$ cat src/rtl/riscv_ctrl_pkg.sv
// Shared definitions for the multicycle controller: state encoding,
// ALUOp encodings, supported opcodes and the opcode legality check.
package riscv_ctrl_pkg;

    typedef enum logic [2:0] {
        ST_IDLE   = 3'd0,
        ST_FETCH  = 3'd1,
        ST_DECODE = 3'd2,
        ST_EXEC   = 3'd3,
        ST_MEM    = 3'd4,
        ST_WB     = 3'd5,
        ST_TRAP   = 3'd6
    } state_t;

    typedef enum logic [1:0] {
        ALU_ADD   = 2'b00,
        ALU_CMP   = 2'b01,
        ALU_FUNCT = 2'b10
    } aluop_t;

    localparam logic [6:0] OP_R      = 7'b0110011;
    localparam logic [6:0] OP_I      = 7'b0010011;
    localparam logic [6:0] OP_LOAD   = 7'b0000011;
    localparam logic [6:0] OP_STORE  = 7'b0100011;
    localparam logic [6:0] OP_BRANCH = 7'b1100011;

    // True for the opcodes this controller knows how to sequence.
    function automatic logic op_legal(input logic [6:0] op);
        logic ok;
        case (op)
            OP_R, OP_I, OP_LOAD, OP_STORE, OP_BRANCH: ok = 1'b1;
            default:                                  ok = 1'b0;
        endcase
        return ok;
    endfunction

endpackage

$ cat src/rtl/ctrl_decode.sv
// Per-opcode control field decode used in EXEC/MEM/WB, driven by the
// opcode latched during DECODE.
module ctrl_decode
    import riscv_ctrl_pkg::*;
(
    input  logic [6:0] op_q,
    output aluop_t     alu_op,
    output logic       alu_src,
    output logic       is_branch,
    output logic       is_load,
    output logic       is_store
);

    // Map the latched opcode onto ALU control and instruction class flags.
    always_comb begin
        alu_op    = ALU_ADD;
        alu_src   = 1'b0;
        is_branch = 1'b0;
        is_load   = 1'b0;
        is_store  = 1'b0;
        case (op_q)
            OP_R: begin
                alu_op  = ALU_FUNCT;
                alu_src = 1'b0;
            end
            OP_I: begin
                alu_op  = ALU_FUNCT;
                alu_src = 1'b1;
            end
            OP_LOAD: begin
                alu_op  = ALU_ADD;
                alu_src = 1'b1;
                is_load = 1'b1;
            end
            OP_STORE: begin
                alu_op   = ALU_ADD;
                alu_src  = 1'b1;
                is_store = 1'b1;
            end
            OP_BRANCH: begin
                alu_op    = ALU_CMP;
                is_branch = 1'b1;
            end
            default: ;
        endcase
    end

endmodule

$ cat src/rtl/multicycle_ctrl.sv
// Multicycle instruction sequencer: FETCH / DECODE / EXEC / MEM / WB with a
// sticky TRAP for unsupported opcodes. Outputs are decoded from the state
// and the latched opcode; memory handshakes complete on mem_ready.
module multicycle_ctrl
    import riscv_ctrl_pkg::*;
#(
    parameter bit RESET_IDLE = 1'b1
) (
    input  logic       clk,
    input  logic       rst_n,
    input  logic       run,
    input  logic [6:0] opcode,
    input  logic       mem_ready,
    output logic       mem_req,
    output logic       mem_we,
    output logic       addr_sel,
    output logic       ir_write,
    output logic       pc_write,
    output logic       branch,
    output logic       MemtoReg,
    output logic       ALUScr,
    output logic       RegWrite,
    output logic [1:0] ALUOp_out,
    output logic       retire,
    output logic       illegal
);

    state_t     state;
    logic [6:0] op_q;

    aluop_t dec_alu_op;
    logic   dec_alu_src;
    logic   dec_is_branch;
    logic   dec_is_load;
    logic   dec_is_store;

    ctrl_decode u_decode (
        .op_q      (op_q),
        .alu_op    (dec_alu_op),
        .alu_src   (dec_alu_src),
        .is_branch (dec_is_branch),
        .is_load   (dec_is_load),
        .is_store  (dec_is_store)
    );

    // State sequencing and opcode latch; completed instructions continue to
    // FETCH only while run is high, otherwise the controller parks in IDLE.
    always_ff @(posedge clk or negedge rst_n) begin
        if (!rst_n) begin
            if (RESET_IDLE) state <= ST_IDLE;
            else            state <= ST_FETCH;
            op_q <= '0;
        end else begin
            case (state)
                ST_IDLE: begin
                    if (run) state <= ST_FETCH;
                end
                ST_FETCH: begin
                    if (mem_ready) state <= ST_DECODE;
                end
                ST_DECODE: begin
                    op_q <= opcode;
                    if (op_legal(opcode)) state <= ST_EXEC;
                    else                  state <= ST_TRAP;
                end
                ST_EXEC: begin
                    if (dec_is_branch) begin
                        if (run) state <= ST_FETCH;
                        else     state <= ST_IDLE;
                    end else if (dec_is_load || dec_is_store) begin
                        state <= ST_MEM;
                    end else begin
                        state <= ST_WB;
                    end
                end
                ST_MEM: begin
                    if (mem_ready) begin
                        if (dec_is_load) state <= ST_WB;
                        else if (run)    state <= ST_FETCH;
                        else             state <= ST_IDLE;
                    end
                end
                ST_WB: begin
                    if (run) state <= ST_FETCH;
                    else     state <= ST_IDLE;
                end
                ST_TRAP: state <= ST_TRAP;
                default: state <= ST_IDLE;
            endcase
        end
    end

    // Output decode; gated by rst_n so everything is low while reset is held,
    // including when the reset state is FETCH.
    always_comb begin
        mem_req   = 1'b0;
        mem_we    = 1'b0;
        addr_sel  = 1'b0;
        ir_write  = 1'b0;
        pc_write  = 1'b0;
        branch    = 1'b0;
        MemtoReg  = 1'b0;
        ALUScr    = 1'b0;
        RegWrite  = 1'b0;
        ALUOp_out = '0;
        retire    = 1'b0;
        illegal   = 1'b0;
        if (rst_n) begin
            case (state)
                ST_FETCH: begin
                    mem_req  = 1'b1;
                    ir_write = mem_ready;
                    pc_write = mem_ready;
                end
                ST_EXEC: begin
                    ALUOp_out = dec_alu_op;
                    ALUScr    = dec_alu_src;
                    branch    = dec_is_branch;
                    retire    = dec_is_branch;
                end
                ST_MEM: begin
                    mem_req  = 1'b1;
                    addr_sel = 1'b1;
                    mem_we   = dec_is_store;
                    retire   = dec_is_store & mem_ready;
                end
                ST_WB: begin
                    RegWrite = 1'b1;
                    MemtoReg = dec_is_load;
                    retire   = 1'b1;
                end
                ST_TRAP: illegal = 1'b1;
                default: ;
            endcase
        end
    end

endmodule

$ cat config.mk
export PLATFORM = sky130hd
export DESIGN_NAME = multicycle_ctrl
export DESIGN_NICKNAME = d
export VERILOG_FILES = /design/src/rtl/riscv_ctrl_pkg.sv /design/src/rtl/ctrl_decode.sv /design/src/rtl/multicycle_ctrl.sv
export SDC_FILE = /design/constraint.sdc
export NUM_CORES = 1
export LEC_CHECK = 0
export CAP_MARGIN = 20
export CORE_MARGIN = 5
export CORE_UTILIZATION = 48
export CTS_BUF_LIST = sky130_fd_sc_hd__clkbuf_16
export DETAILED_ROUTE_END_ITERATION = 7
export GPL_TIMING_DRIVEN = 0
export PLACE_DENSITY = 0.88
export SLEW_MARGIN = 20
export SYNTH_ARGS = -nofsm -noshare
export SYNTH_HDL_FRONTEND = slang
export SYNTH_SLANG_ARGS = --single-unit
export TNS_END_PERCENT = 10
$ cat constraint.sdc
create_clock -name clk -period 2.9 [get_ports clk]
set_input_delay 0.29 -clock clk [delete_from_list [all_inputs] [get_ports clk]]
set_output_delay 0.29 -clock clk [all_outputs]
set_load 0.01 [all_outputs]
==> impl_metrics.ini <==
[global_routing]
grt_max_degree = 15
track_usage_pct = 15.2
overflow = 0
antenna_found_initial = 0
grt_pass1_vias = 644
grt_pass1_wl_um = 2940

[finish]
syn_to_final_growth_pct = 43.7
n_antenna_cell = 0
fin_nets = 114
drive_gt1_share_pct = 22.5

[critical_path]
worstPathRequired_ps = 2610
r2r_start = state[0]
cp_cell_sequence = clkdlybuf4s50_1 > nand2_2 > a2111oi_4 > clkdlybuf4s50_1
critPathMaxFanout = 14
arrival_ps = 2220
crit_start = rst_n
cpMaxStageDelayCell = clkdlybuf4s50_1
crit_path_end_kind = output port
slowest_delay_ps = 850
cpMostUsedCell = clkdlybuf4s50_1
cp-start-kind = input port
crit_type = in2out
path_buf_inv = 2
cp_top_family = buffers and inverters

[yosys]
ys.flop_type = dfrtp_1
synth_edf_count = 0
synth_area_leaders = dfrtp_1, mux2_2, nand4bb_1, nor4b_2, a2111oi_4
ys_types = 33
synth_top_cell_area_share_pct = 33.2
synth_sequential_area_ratio_pct = 33.2
synthCells = 75
synth_warnings = 0
synth.ff_latch_count = 10
mappedNetlistArea_sq_um = 753
synth.net_count = 86
synth.avg_cell_area_sq_um = 10.0
async_flop_share_pct = 100
synth_largest_area_cell = dfrtp_1

[power_and_ir_drop]
pwr-share-clk_pct = 26.2
pwr-share-seq_pct = 30.6
netSwitchingFraction_pct = 35.2
p_sw_uw = 330
comb_power_share_pct = 43.2
p_leak_nw = 0.414
irDropWorstVdd_mv = 0.530
p_int_uw = 608
power.density_nw_per_um2 = 866

[cts]
hold_buffers = 0
cts_buffers = 3
htree_levels = 1
clkTransAtPathRegs_ps = 40
cts-root-buf = clkbuf_16
cts_tree = built
postCtsResizedCells = 0
insertion_delay_ps = 240
clock-sinks = 10
cts_setup_buffers = 0
clockBufferDepth = 2

[timing]
fin_crit_ps = 2510
skew_ps = 1.07
fmax_mhz = 398
rsz0062_at_grt = no
period_share_pct = 86.7
tightest_slew_ps = 598
hold_violations = 0
slew-limit-headroom_pct = 60.0
fin_ws_ps = 387
final-setup-viol-count = 0
setup_tns_ps = 0
drv_slew = 0

[outcome]
outcome = finished, final reports clean

[detailed_routing]
wl_um = 1710
drc = 0
avgRoutedWirePerCell_um = 14.5
viasPerCell = 5.73
drtAntennaViolNets = 0
drtIter0Drc = 8
dr.pass1.iters = 4
vias = 676

[placed_design]
pre_cts_ws_ps = 350
gp_congestion = 0.764
portBuffers = 23
place_hpwl_um = 1310

[flow_run]
cap_viol_max_count = 0

[floorplanning]
die_y_um = 49.6
ios = 24
fp.dieW_um = 49.6
die-area_sq_um = 2460
rows = 14
initial_core_util_pct = 50.6
fp.coreArea_sq_um = 1490

[worst_hold_path]
hold_path.class = in2async
final timing paths:
check,slack (ps),end,depth (start not counted)
worst max register to register,1400,op_q[0],4
worst max-delay path,390,ALUScr,4
min in group clk,500,op_q[2],1
worst min-delay path,430,op_q[1],1
worst min register to register,500,op_q[2],1
max in group asynchronous,2080,op_q[5],1
metrics by stage:
stage	total power, mW	instance area (sq um)	util [%]	instances	hold WS, ps
2_1_floorplan	0.580	753	-	75	-5.59
6_report	0.938	1080	72.7	118	435
5_1_grt	1.01	1080	72.7	118	486
3_5_place_dp	0.691	1000	67.4	114	497
4_1_cts	0.943	1080	72.7	118	453
3_3_place_gp	0.678	1000	67.4	114	488
synthesized netlist by cell type (2+ instances only):
| library cell | instances |
|---|---|
| nor2b_1 | 4 |
| nand4bb_1 | 3 |
| o21ai_1 | 2 |
| a21o_1 | 2 |
| nor3_1 | 5 |
| buf_2 | 3 |
| nand3b_1 | 2 |
| nor4b_2 | 2 |
| and3b_1 | 2 |
| nand2b_1 | 3 |
| nor2_1 | 3 |
| mux2_2 | 7 |
| nand2_1 | 2 |
| dfrtp_1 | 10 |
| buf_4 | 2 |
| a21oi_1 | 5 |
| inv_1 | 2 |
power groups by stage:
stage	sequential, mW	combinational (mW)	clock (mW)
after floorplan	0.269	0.312	0
after global placement	0.286	0.392	0
after detailed placement	0.289	0.402	0
after CTS	0.287	0.406	0.249
after global routing	0.299	0.445	0.263
final	0.287	0.405	0.246
cell usage in the layout, fill, tap and decap left out, drive strengths merged, types with 2 or more instances in the layout:
master and instances:
a2111oi 2, a21o 2, a21oi 5, and3b 2, buf 5, clkbuf 3, clkdlybuf4s50 23, dfrtp 10
inv 2, mux2 7, nand2 3, nand2b 3, nand3b 2, nand4bb 3, nor2 4, nor2b 4
nor3 5, nor4b 2, o21ai 3
layout make-up:
type,count,area (sq um)
plain buffers,5,30.0
clock buffers,3,75.1
clock inverters,1,3.75
fillers,112,407
inverters,2,7.51
multi-input cells,58,465
flip-flops and latches,10,250
well taps,16,20.0
repair buffers,23,230
cell families after synthesis:
kind of cell,after synthesis,share of synthesized area (%)
multiplexers,7,10.5
AND/OR/NAND/NOR,32,30.9
buffers and inverters,7,4.98
XOR/XNOR,1,1.16
AO/OA/AOI/OAI,18,19.3
flip-flops,10,33.2
layer usage:
| metal | wire, um | track usage (%) | share of wire, % | vias up |
|---|---|---|---|---|
| li1 | - | - | - | 334 |
| met1 | 682 | 18.5 | 40 | 315 |
| met2 | 864 | 24.6 | 50 | 25 |
| met3 | 146 | 5.12 | 8.5 | 2 |
| met4 | 20 | 5.24 | 1.2 | 0 |
| met5 | 0 | 0 | 0 | - |
flip-flops by register name (all words and copies together) (netlist names):
signal and flops:
state 3, op_q 7
Power figures use the tool's default switching activity.
